$ cat src/rtl/normal_df_ctrl_if.sv
// Handshake bundle between the triangle-normal controller, its dispatcher and the normal datapath.
interface normal_df_ctrl_if;
    logic       start;
    logic       abort;
    logic       ready_sqrt;
    logic       sel1;
    logic       sel2;
    logic       start_sqrt;
    logic       sqrt_ready;
    logic [1:0] phase;
    logic       busy;
    logic       done;
    logic       error;

    modport master (
        output start, abort, ready_sqrt,
        input  sel1, sel2, start_sqrt, sqrt_ready, phase, busy, done, error
    );

    modport slave (
        input  start, abort, ready_sqrt,
        output sel1, sel2, start_sqrt, sqrt_ready, phase, busy, done, error
    );
endinterface

$ cat src/rtl/normal_df_ctrl.sv
// Sequences the triangle-normal datapath: edge V2-V1, edge V3-V1, then their cross product,
// each phase being sqrt start, ready wait, divider settle and register load.
module normal_df_ctrl #(
    parameter int unsigned SETTLE_CYCLES = 2,
    parameter int unsigned TIMEOUT       = 64
) (
    input  logic             clk_i,
    input  logic             rst_i,
    normal_df_ctrl_if.slave  bus
);
    localparam int unsigned WaitW   = $clog2(TIMEOUT);
    localparam int unsigned SettleW = $clog2(SETTLE_CYCLES + 1);
    localparam logic [WaitW-1:0]   WaitLast   = WaitW'(TIMEOUT - 1);
    localparam logic [SettleW-1:0] SettleLast = SettleW'(SETTLE_CYCLES - 1);

    typedef enum logic [2:0] {
        StIdle, StStart, StArm, StWait, StSettle, StLoad, StDone, StErr
    } state_e;

    state_e               state_q, state_d;
    logic [1:0]           p_q, p_d;
    logic [WaitW-1:0]     wait_q, wait_d;
    logic [SettleW-1:0]   settle_q, settle_d;
    logic                 sel1_q, sel1_d;
    logic                 sel2_q, sel2_d;

    always_ff @(posedge clk_i) begin
        if (rst_i) begin
            state_q  <= StIdle;
            p_q      <= '0;
            wait_q   <= '0;
            settle_q <= '0;
            sel1_q   <= 1'b0;
            sel2_q   <= 1'b0;
        end else begin
            state_q  <= state_d;
            p_q      <= p_d;
            wait_q   <= wait_d;
            settle_q <= settle_d;
            sel1_q   <= sel1_d;
            sel2_q   <= sel2_d;
        end
    end

    always_comb begin
        state_d  = state_q;
        p_d      = p_q;
        wait_d   = wait_q;
        settle_d = settle_q;
        sel1_d   = sel1_q;
        sel2_d   = sel2_q;
        unique case (state_q)
            StIdle, StErr: begin
                if (bus.start) begin
                    state_d = StStart;
                    p_d     = 2'd0;
                    sel1_d  = 1'b0;
                    sel2_d  = 1'b0;
                end
            end
            StStart: state_d = StArm;
            // A ready left over from the previous phase is deliberately skipped here.
            StArm: begin
                state_d = StWait;
                wait_d  = '0;
            end
            StWait: begin
                if (bus.ready_sqrt) begin
                    state_d  = StSettle;
                    settle_d = '0;
                end else if (wait_q == WaitLast) begin
                    state_d = StErr;
                end else begin
                    wait_d = wait_q + 1'b1;
                end
            end
            StSettle: begin
                if (settle_q == SettleLast) begin
                    state_d = StLoad;
                end else begin
                    settle_d = settle_q + 1'b1;
                end
            end
            StLoad: begin
                if (p_q == 2'd2) begin
                    state_d = StDone;
                end else begin
                    state_d = StStart;
                    p_d     = p_q + 2'd1;
                    sel1_d  = 1'b1;
                    sel2_d  = (p_q == 2'd1);
                end
            end
            StDone:  state_d = StIdle;
            default: state_d = StIdle;
        endcase
        // Abort wins over everything but reset; mux selects hold their last value.
        if (bus.abort) begin
            state_d = StIdle;
            p_d     = p_q;
            sel1_d  = sel1_q;
            sel2_d  = sel2_q;
        end
    end

    logic busy;
    assign busy = state_q inside {StStart, StArm, StWait, StSettle, StLoad};

    assign bus.sel1       = sel1_q;
    assign bus.sel2       = sel2_q;
    assign bus.start_sqrt = (state_q == StStart);
    assign bus.sqrt_ready = (state_q == StLoad) && !bus.abort && !rst_i;
    assign bus.done       = (state_q == StDone) && !bus.abort && !rst_i;
    assign bus.busy       = busy;
    assign bus.phase      = busy ? p_q : 2'd3;
    assign bus.error      = (state_q == StErr);
endmodule

$ cat src/flat_wrapper.sv
// flat-port wrapper written by rule: the top's interface ports become plain ports
module normal_df_ctrl_flat 
#(
    parameter int unsigned SETTLE_CYCLES = 2,
    parameter int unsigned TIMEOUT       = 64
)
  (clk_i, rst_i, bus_start, bus_abort, bus_ready_sqrt, bus_sel1, bus_sel2, bus_start_sqrt, bus_sqrt_ready, bus_phase, bus_busy, bus_done, bus_error);
  normal_df_ctrl_if bus_i ();
  input  logic clk_i;
  input  logic rst_i;
  input wire logic [$bits(bus_i.start)-1:0] bus_start;
  input wire logic [$bits(bus_i.abort)-1:0] bus_abort;
  input wire logic [$bits(bus_i.ready_sqrt)-1:0] bus_ready_sqrt;
  output wire logic [$bits(bus_i.sel1)-1:0] bus_sel1;
  output wire logic [$bits(bus_i.sel2)-1:0] bus_sel2;
  output wire logic [$bits(bus_i.start_sqrt)-1:0] bus_start_sqrt;
  output wire logic [$bits(bus_i.sqrt_ready)-1:0] bus_sqrt_ready;
  output wire logic [$bits(bus_i.phase)-1:0] bus_phase;
  output wire logic [$bits(bus_i.busy)-1:0] bus_busy;
  output wire logic [$bits(bus_i.done)-1:0] bus_done;
  output wire logic [$bits(bus_i.error)-1:0] bus_error;
  assign bus_i.start = bus_start;
  assign bus_i.abort = bus_abort;
  assign bus_i.ready_sqrt = bus_ready_sqrt;
  assign bus_sel1 = bus_i.sel1;
  assign bus_sel2 = bus_i.sel2;
  assign bus_start_sqrt = bus_i.start_sqrt;
  assign bus_sqrt_ready = bus_i.sqrt_ready;
  assign bus_phase = bus_i.phase;
  assign bus_busy = bus_i.busy;
  assign bus_done = bus_i.done;
  assign bus_error = bus_i.error;
  normal_df_ctrl #(.SETTLE_CYCLES(SETTLE_CYCLES), .TIMEOUT(TIMEOUT)) u_core (.clk_i(clk_i), .rst_i(rst_i), .bus(bus_i));
endmodule
$ cat config.mk
export PLATFORM = sky130hd
export DESIGN_NAME = normal_df_ctrl_flat
export DESIGN_NICKNAME = d
export VERILOG_FILES = /design/src/rtl/normal_df_ctrl_if.sv /design/src/rtl/normal_df_ctrl.sv /design/src/flat_wrapper.sv
export SDC_FILE = /design/constraint.sdc
export NUM_CORES = 1
export LEC_CHECK = 0
export ABC_AREA = 1
export BUFFER_PORTS_ARGS = -buffer_cell sky130_fd_sc_hd__buf_2
export CAP_MARGIN = 40
export CORE_UTILIZATION = 54
export CTS_CLUSTER_SIZE = 12
export DETAILED_ROUTE_END_ITERATION = 10
export PLACE_DENSITY = 0.84
export SYNTH_ARGS = -nofsm -noshare
export SYNTH_HDL_FRONTEND = slang
export SYNTH_SLANG_ARGS = --single-unit
$ cat constraint.sdc
create_clock -name clk_i -period 1.7 [get_ports clk_i]
set_input_delay 0.085 -clock clk_i [delete_from_list [all_inputs] [get_ports clk_i]]
set_output_delay 0.085 -clock clk_i [all_outputs]
set_load 0.02 [all_outputs]
Yosys cells after proc, flatten, opt, wreduce, memory -nomap -nowiden. Index checks and enable logic that the tools add are counted.

Reduce and logical (&&, ||, !) cells: 17. Equal/unequal tests: 19. $add $sub $neg: 3. Bitwise logic cells: 1. Muxes and demuxes: 21.

Operators by type and width (count): 3-bit one-hot mux with 7 select lines (1); 3-bit two-way mux (5); 3-bit == test, second input constant (4); 6-bit two-way mux (2); 2-bit inequality test, second input constant (6); 6-bit one-hot mux with 2 select lines (1); 2-bit two-way mux (5); 3-bit AND reduction (3); 2-bit one-hot mux with 2 select lines (2); 6-bit by 1-bit adder with 6-bit output, second input constant (1); 3-bit by 2-bit == test with 1-bit output, second input constant (2); 6-bit == test, second input constant (1); 2-bit nonzero test (3); 5-bit nonzero test (1); 2-bit by 1-bit adder with 2-bit output, second input constant (2); 2-bit by 1-bit == test with 1-bit output, second input constant (2); 1-bit logical AND (4); 1-bit one-hot mux with 2 select lines (2); 4-bit AND reduction (1); 2-bit OR reduction (2); 3-bit by 1-bit == test with 1-bit output, second input constant (1); 3-bit logical NOT (1); 1-bit two-way mux (3); 3-bit by 2-bit inequality test with 1-bit output, second input constant (1); 4 further kinds (5).

Input bits: 5. Register bits: 15.

Depth between registers and ports, before layout.
Word-level depth: 4. Mapped depth: 9. Gate-level depth less buffers: 9.

Least setup slack after synthesis. OpenSTA, ideal clock, no wires.

Path kind: register -> output. Start point: reg u_core.state_q[2]. End point: out bus_done. Cell stages (with the launch flop): 3. Slack: 0.343 ns. Arrival time: 1.272 ns. Cell sequence: dfxtp_1 -> inv_2 -> nor4_1.

Longest elaborated chain between the ends: 3.

RTL lines: start: declaration (line normal_df_ctrl.sv:20) `state_e state_q, state_d;`; start signal: assignment (line normal_df_ctrl.sv:29) `state_q <= StIdle;`; start signal: assignment (line normal_df_ctrl.sv:36) `state_q <= state_d;`; 3-bit == test (line normal_df_ctrl.sv:113) `assign bus.done = (state_q == StDone) && !bus.abort && !rst_i;`; 1-bit logical AND (2 in series) (line normal_df_ctrl.sv:113); end: declaration (line flat_wrapper.sv:20) `output wire logic [$bits(bus_i.done)-1:0] bus_done;`.

No other way between the ends.

Worst setup path after layout.
Start point: reg u_core.state_q[2]. End point: out bus_phase[0].

Longest elaborated chain between the ends: 3. Elaborated cells between the ends (all ways): 7.

RTL lines: 3-bit by 1-bit == test with 1-bit output, or another cell as far along (line normal_df_ctrl.sv:107) `assign busy = state_q inside {StStart, StArm, StWait, StSettle, StLoad};`; 5-bit nonzero test (*) (line normal_df_ctrl.sv:107); 2-bit two-way mux (*) (line normal_df_ctrl.sv:115) `assign bus.phase = busy ? p_q : 2'd3;`; end: declaration (line flat_wrapper.sv:18) `output wire logic [$bits(bus_i.phase)-1:0] bus_phase;`.

Mark *: on every way between the ends. The rest lies on a longest branch, timed or not.

==> impl_results.md <==
* Status: completed
* Largest net degree at the start of global routing at 10
* Setup tns final at 0 ns
* Final Net Count at 180
* Final WS setup at 0.0833 ns
* Max Slew Vio Count at 0
* Pwr dens at approximately 690 nW/µm²
* TritonCTS clock tree: done
* Commonest cells in the netlist: nand2_1 (35), nor2_1 (29), inv_1 (25)
* ANT nets after route at 0
* Top cells by area, synth: dfxtp_1 (30%), nand2_1 (13%), nor2_1 (11%)
* Post-synth EDFFs at 0
* Sw Pwr at around 0.26 mW
* Final wirelength at ~2200 µm
* Clock latency on the worst-skew pair at approximately 0.29 ns
* First-pass GRT wire length at between 3000 and 4000 µm
* Root buffer cell: clkbuf_4
* GPL Wtd Cong at 0.842
* Initial Util at approximately 57%
* CTS Hold Buffers Added at 0
* Antenna diode count at 0
* GRT Util Overall at ~25%
* Endpoint type of the worst setup path: primary output
* HP Start: rst_i
* CTS sink cnt at 15
* Final worst path period share at about 95%
* Power, Total at ~0.76 mW
* Syn Inst Count at around 160
* Tightest Pin Transition at around 0.32 ns
* Port Buffers at 13
* CP required at 1.62 ns
* Die Y-Extent at approximately 45 µm
* Most common cell in the netlist: nand2_1
* DR vias/cell at ~5
* Final Hold Viols at 0
* Dpl hpwl at roughly 1700 µm
* Syn. warnings at 0
* Clock Skews at 0.00428 ns
* Max Cap Viol at 0
* Startpoint types: flop
* WS Path Type: flop to primary output
* Remaining DRCs at 0
* Layout area overhead at 11.8%
* Seq pwr share at between 50% and 60%
* Via count at 980
* Clock buffer count from CTS at 3
* Core Region at between 1500 and 2000 µm²
* Vias in the first global route at 877
* Sw Share at between 30% and 40%
* Worst path arrival time at ~1.5 ns
* #FFs+latches synth at 15
* Fmax at 619 MHz
* Part of the power in combinational logic at about 22%
* CP Launch Point: u_core.state_q[2]
* Clk pin slew, worst setup/hold paths at 0.10 ns
* Die area at between 1500 and 2000 µm²
* Pint at 0.507 mW
* Setup violations, final at 0
* Async S/R FF share, synth at 0%
* Max H-tree Level at 1
* Tmin final at roughly 1.6 ns
* Io pins at 14
* Routed length per instance at 11.3 µm
* Die width at 44.7 µm
* RSZ-0062 raised after global routing: false
* Row count at 15
* CTS max path bufs at 2
* Worst ir drop on vdd at 452 µV
* Max transition margin at between 70% and 80%
* RR Startpoint: u_core.wait_q[0]
* Initial DRC Count at 39
* DR pass1 iterations at 4
* Most used DFF post-synth: dfxtp_1
* Netlist Area Pre-Place at just under 1000 µm²
* Syn Area/Cell at approximately 6.4 µm²
* Share of post-route cells with drive strength above 1 at between 10% and 20%
* HP Class: primary input to flop
* Synth area leader: dfxtp_1
* Synth unique cells at 21
* Leakage at approximately 0.55 nW
* Clock Power Share at 27.5%
* Setup bufs post-CTS at 0
* Area share of the largest cell type after synthesis at between 30% and 40%
* Register area share after synthesis at between 30% and 40%
* Number of antenna violations at the first check in global routing at 0
* Dpl ws at approximately 0.28 ns
* R2R Setup Slk at between 0.2 and 0.3 ns
* Syn_nets at ~160
* GRT overflow at 0
* CP Max Fanout at 6
[power by group through the flow]
stage / Combinational [mW] / Clock, mW / Sequential, mW
3_5_place_dp: 0.166 / 0 / 0.390
5_1_grt: 0.191 / 0.222 / 0.385
2_1_floorplan: 0.131 / 0 / 0.382
3_3_place_gp: 0.163 / 0 / 0.389
6_report: 0.171 / 0.210 / 0.383
4_1_cts: 0.168 / 0.210 / 0.382
[final timing paths]
kind,end,cells past startpoint
max,bus_phase[0],7
max reg2reg,u_core.wait_q[2],7
min,u_core.p_q[1],2
min reg2reg,u_core.bus.sel1,2
[what timing repair did]
action / in CTS / in global routing
hold endpoints to repair: 0 / 0
endpoints found under the setup margin: 0 / 2
resized for setup: 0 / 1
[metrics by stage]
| stage | area, µm² | instances | hold WS [ns] | utilization (%) |
|---|---|---|---|---|
| after global routing | 1100 | 195 | 0.0671 | 63.8 |
| after detailed placement | 1070 | 191 | 0.355 | 62.1 |
| after global placement | 1070 | 191 | 0.348 | 62.1 |
| after CTS | 1100 | 195 | 0.0489 | 63.7 |
| after floorplan | 985 | 155 | 0.259 | - |
| final | 1100 | 195 | 0.0469 | 63.8 |
[critical path: stages (launching register included)]
cell,delay (ns)
dfxtp_1,0.52
inv_2,0.12
nand3_2,0.10
nand2_1,0.06
inv_1,0.06
nand3_1,0.13
nand2_1,0.09
buf_2,0.16
[state kept, by name, summed over array words and instances (netlist names)]
name	flops
u_core.bus.sel2	1
u_core.p_q	2
u_core.bus.sel1	1
u_core.wait_q	6
u_core.state_q	3
u_core.settle_q	2
[cell type report]
| class | count | area (µm²) |
|---|---|---|
| Fill cell | 164 | 626 |
| Multi-Input combinational cell | 112 | 578 |
| Sequential cell | 15 | 302 |
| Inverter | 26 | 97.6 |
| Timing Repair Buffer | 13 | 65.1 |
| Tap cell | 25 | 31.3 |
| Clock buffer | 3 | 22.5 |
| Clock inverter | 1 | 5.00 |
[metal layers]
metal	vias up	global-route usage, %	part of all wire, %
li1	510	-	-
met1	429	33.3	48
met2	36	40.3	45
met3	5	3.20	5.1
met4	0	8.48	1.5
met5	-	0	0
[kinds of logic after synthesis]
kind of cell | synth area share (%)
AND/OR/NAND/NOR | 45.2
buffers and inverters | 10.8
AO/OA/AOI/OAI | 8.39
flip-flops | 30.5
adder cells (fa/ha/maj) | 5.08
[layout by cell type (no fill, tap or decap), types with 3 or more instances in the layout]
| cell | count |
|---|---|
| buf_2 | 13 |
| nand2_2 | 3 |
| dfxtp_1 | 14 |
| nand3_1 | 13 |
| nand3_2 | 3 |
| a21oi_1 | 6 |
| ha_1 | 4 |
| o21ai_0 | 7 |
| nor2_1 | 29 |
| inv_1 | 25 |
| clkbuf_4 | 3 |
| nand2_1 | 35 |
Power figures use the tool's default switching activity.
